File: config.mk
export PLATFORM = sky130hd
export DESIGN_NAME = agc_io_channels
export DESIGN_NICKNAME = d
export VERILOG_FILES = /design/src/rtl/agc_io_channels.sv
export SDC_FILE = /design/constraint.sdc
export NUM_CORES = 1
export LEC_CHECK = 0
export ABC_AREA = 1
export ABC_CLOCK_PERIOD_IN_PS = 2000
export BUFFER_PORTS_ARGS = -buffer_cell sky130_fd_sc_hd__buf_4
export CAP_MARGIN = 20
export CORE_MARGIN = 10
export CORE_UTILIZATION = 55
export DETAILED_ROUTE_END_ITERATION = 10
export MAX_ROUTING_LAYER = met4
export PLACE_DENSITY = 0.77
export SLEW_MARGIN = 10
export SYNTH_ARGS = -nofsm -noshare
export SYNTH_HDL_FRONTEND = slang
export SYNTH_SLANG_ARGS = --single-unit
File: constraint.sdc
create_clock -name clock -period 2 [get_ports clock]
set_clock_uncertainty 0.05 [all_clocks]
set_input_delay 0 -clock clock [delete_from_list [all_inputs] [get_ports clock]]
set_output_delay 0 -clock clock [all_outputs]
set_load 0.05 [all_outputs]
File: src/rtl/agc_io_channels.sv
// AGC I/O channel unit: eight 15-bit channel registers, output-channel FIFO, peripheral input port.
// Optional macro IO_READ_BYPASS_EN forwards a same-cycle core write to the decode-stage read.
module agc_io_channels #(
    parameter int unsigned DEPTH    = 4,
    parameter logic [7:0]  OUT_MASK = 8'hF0
) (
    input  logic        clock,
    input  logic        reset_n,
    input  logic        IO_write_en,
    input  logic [2:0]  IO_write_sel,
    input  logic [14:0] IO_write_data,
    input  logic [2:0]  IO_read_sel,
    output logic [14:0] IO_read_data,
    input  logic        periph_in_valid,
    input  logic [2:0]  periph_in_chan,
    input  logic [14:0] periph_in_data,
    output logic        periph_in_ready,
    output logic        periph_out_valid,
    output logic [2:0]  periph_out_chan,
    output logic [14:0] periph_out_data,
    input  logic        periph_out_ready,
    output logic        io_stall,
    output logic        io_overflow
);
    localparam int unsigned   PW      = (DEPTH > 1) ? $clog2(DEPTH) : 1;
    localparam int unsigned   CW      = $clog2(DEPTH + 1);
    localparam logic [CW-1:0] DEPTH_C = CW'(DEPTH);

    logic [14:0]   chan_q [8];
    logic [14:0]   chan_d [8];
    logic [17:0]   fifo_q [DEPTH];
    logic [17:0]   fifo_d [DEPTH];
    logic [PW-1:0] rd_ptr_q, rd_ptr_d;
    logic [PW-1:0] wr_ptr_q, wr_ptr_d;
    logic [CW-1:0] count_q, count_d;
    logic          overflow_q, overflow_d;
    logic          deq, enq_req, enq_ok, in_fire;

    always_comb begin
        periph_in_ready = !(IO_write_en && (IO_write_sel == periph_in_chan));
        in_fire         = periph_in_valid && periph_in_ready;
        deq             = (count_q != '0) && periph_out_ready;
        enq_req         = IO_write_en && OUT_MASK[IO_write_sel];
        // A full FIFO still accepts when the head leaves in the same cycle.
        enq_ok          = enq_req && ((count_q != DEPTH_C) || deq);

        chan_d = chan_q;
        if (in_fire)
            chan_d[periph_in_chan] = periph_in_data;
        if (IO_write_en)
            chan_d[IO_write_sel] = IO_write_data;

        fifo_d   = fifo_q;
        wr_ptr_d = wr_ptr_q;
        rd_ptr_d = rd_ptr_q;
        if (enq_ok) begin
            fifo_d[wr_ptr_q] = {IO_write_sel, IO_write_data};
            wr_ptr_d         = wr_ptr_q + PW'(1);
        end
        if (deq)
            rd_ptr_d = rd_ptr_q + PW'(1);

        count_d    = count_q + CW'(enq_ok) - CW'(deq);
        overflow_d = overflow_q || (enq_req && !enq_ok);
    end

    always_ff @(posedge clock) begin
        if (!reset_n) begin
            for (int unsigned i = 0; i < 8; i++)
                chan_q[i] <= '0;
            for (int unsigned i = 0; i < DEPTH; i++)
                fifo_q[i] <= '0;
            rd_ptr_q   <= '0;
            wr_ptr_q   <= '0;
            count_q    <= '0;
            overflow_q <= 1'b0;
        end else begin
            chan_q     <= chan_d;
            fifo_q     <= fifo_d;
            rd_ptr_q   <= rd_ptr_d;
            wr_ptr_q   <= wr_ptr_d;
            count_q    <= count_d;
            overflow_q <= overflow_d;
        end
    end

    always_comb begin
`ifdef IO_READ_BYPASS_EN
        if (IO_write_en && (IO_write_sel == IO_read_sel))
            IO_read_data = IO_write_data;
        else
            IO_read_data = chan_q[IO_read_sel];
`else
        IO_read_data = chan_q[IO_read_sel];
`endif
        periph_out_valid                   = (count_q != '0);
        {periph_out_chan, periph_out_data} = fifo_q[rd_ptr_q];
        io_stall                           = (count_q == DEPTH_C);
        io_overflow                        = overflow_q;
    end
endmodule

==> reports/metrics.csv <==
stage,metric,value,unit
place,gp_congestion,0.898,
worst_setup_path,arrival,1.87,ns
detailed_routing,wl,37300,um
synth,postSynthCellCount,1812,
detailed_routing,route.detailed.drc,0,
synth,ys_types,25,
clock_network,clk_pin_slew,0.08,ns
detailed_routing,drt-pass1-iter-count,6,
layout,fin_nets,1880,
synth,synth_top_family_by_area,simple AND/OR/NAND/NOR gates,
synth,synth.mux.area_fraction,0,%
floorplanning,start_util,55.9,%
synth,avgSynthCellArea,6.27,um^2
min_path,whs_path_depth,4,
sta,relSlewSlack,55.5,%
power,powerDensity,852,nW/um^2
grt,grt_max_degree,112,
clock_network,insertion_delay,0.44,ns
min_path,whs_endpoint,count_q[1],
sta,worstMarginPinSlew,0.668,ns
place,placed_cell_area,12000,um^2
clock_network,cts-buffers-inserted,17,
sta,post-route-period-util,96.0,%
layout,layout_commonest_cell,nand2_1,
sta,finalCriticalPeriod,1.92,ns
sta,fmax,521,MHz
min_path,hp-class,in -> reg,
clock_network,htree_levels,4,
grt,overflow,0,
synth,synthSimpleGateAreaFrac,34.5,%
detailed_routing,wl_per_cell,17.6,um
layout,finalInstanceArea,13000,um^2
min_path,min_from,reset_n,
worst_setup_path,r2r-start,count_q[1],
synth,synth_xor_area_share,0,%
synth,ys_ff_latch,200,
grt,grt_util_all_layers,27.5,%
grt,antenna_found_initial,2,
power,finalPower,11100,uW
place,io_buffers,80,
clock_network,clk_path_buf_depth,2,
floorplanning,die-area,26800,um^2
floorplanning,die_y,164,um
sta,tns,0,ns
floorplanning,die_w,164,um
worst_setup_path,r2r-end,count_q[1],
synth,yosysSeqAreaShare,35.3,%
flow_run,timing.max_cap.violations,0,
grt,grt_pass1_wl,58800,um
layout,syn2layout_area_growth,14.9,%
worst_setup_path,startpoint_type,flop,
power,ir_worst_vdd,0.807,mV
detailed_routing,drt_iter0_markers,1529,
worst_setup_path,rrSetupSlack,0.12,ns
sta,final_hold_viol_count,0,
floorplanning,rows,52,
sta,setup_violations,0,
floorplanning,core-area,20300,um^2
sta,maxSlewViolCount,0,
power,p_leak,0.00657,uW
worst_setup_path,endpoint_kind,output port,
place,pre_cts_ws,0.0405,ns
clock_network,cts_tree,yes,
detailed_routing,avgViaCountPerCell,5.80,
worst_setup_path,crit_required,1.95,ns
detailed_routing,num_vias,12300,
worst_setup_path,r2r_cells,11,
layout,final_cell_mix,"nand2_1 (375), inv_1 (246), dfxtp_1 (199)",
synth,synth.cell_area,11400,um^2
worst_setup_path,critPathKind,reg -> out,
layout,post-route-util,64.3,%
clock_network,cts_root_buffer,clkbuf_16,
synth,synth_fa_ha_area_share,0.837,%
sta,timing.final.ws_setup,0.0805,ns
layout,drive_gt1_share,11.1,%
synth,syn_nets,1863,
grt,grt_pass1_vias,11000,
synth,synth-compound-area-share,14.6,%
run_status,status,completed,
place,hpwlAfterDp,23300,um
synth,ys_warn_count,0,
clock_network,cts.sinks,200,
worst_setup_path,cp_max_fo,22,
floorplanning,pin_count,81,
detailed_routing,antenna_left,0,
[what timing repair did]
| item | 4_1_cts | 5_1_grt |
|---|---|---|
| hold endpoints to repair | 188 | 0 |
| gates resized for setup | 0 | 7 |
| hold buffers | 34 | 0 |
| setup buffers | 0 | 7 |
| endpoints found under the setup margin | 0 | 23 |
[synth_stat cells, drive strengths merged]
cell	count	share of area, %
nand2	382	13
inv	253	8.4
dfxtp	200	35
nand3	198	9.0
o21ai	174	7.7
nor2	163	5.4
clkbuf	126	4.3
nand4	120	6.6
a21oi	80	3.5
buf	47	2.0
o32ai	30	2.3
o22ai	17	0.94
nor3	10	0.75
ha	6	0.66
a31oi	2	0.11
clkinv	2	0.066
and3	1	0.055
fa	1	0.18
[registers in the layout, indices dropped and copies added (netlist names)]
register     cells
count_q          3
fifo_q          72
chan_q         120
io_overflow      1
wr_ptr_q         2
rd_ptr_q         2
[report_power, final]
| part | switching, uW | internal (uW) | leakage, uW |
|---|---|---|---|
| Combinational | 2320 | 1040 | 0.00467 |
| Sequential | 126 | 4190 | 0.00163 |
| Clock | 1620 | 1810 | 0.000273 |
[metrics by stage]
stage | std cells | hold slack (ns)
2_1_floorplan | 1812 | 0.164
3_3_place_gp | 2038 | 0.291
3_5_place_dp | 2038 | 0.298
4_1_cts | 2104 | 0.0339
5_1_grt | 2114 | 0.0664
6_report | 2114 | 0.0261
[area by class of cell]
class	instances	area (um^2)
Clock inverter	11	113
Timing Repair Buffer	170	1410
Sequential cell	200	4010
Antenna cell	2	5.00
Clock buffer	21	460
Multi-Input combinational cell	1185	5760
Inverter	255	957
Fill cell	1917	7250
Tap cell	270	338
[cells by family after synthesis]
| group | count (synthesis) |
|---|---|
| AOI/OAI and AO/OA | 303 |
| buffers and inverters | 428 |
| and+or+nand+nor | 874 |
| adders and majority gates | 7 |
| DFF | 200 |
[routing by layer]
layer	up-vias	wire, um	GRT usage [%]
met5	-	0	-
met4	0	770	8.57
met3	71	3830	5.41
met2	682	17400	43.0
met1	5598	15300	35.3
li1	5914	-	-
[worst max-delay path by stage]
stage | startpoint | end | slack [ns] | cells after the start
after floorplan | count_q[1] | count_q[1] | -0.07 | 11
after global placement | count_q[1] | count_q[2] | 0.12 | 11
final | rd_ptr_q[0] | periph_out_data[11] | 0.08 | 4
after global routing | count_q[1] | count_q[1] | -0.001 | 11
after detailed placement | count_q[0] | count_q[1] | 0.04 | 8
after CTS | count_q[0] | count_q[1] | 0.03 | 8
[worst max-delay path: stages (launching register included)]
cell and delay (ns):
dfxtp_1 0.43, buf_4 0.30, o21ai_0 0.18, o22ai_1 0.27, buf_4 0.25
Note: power is estimated with default switching activity, not from simulation.
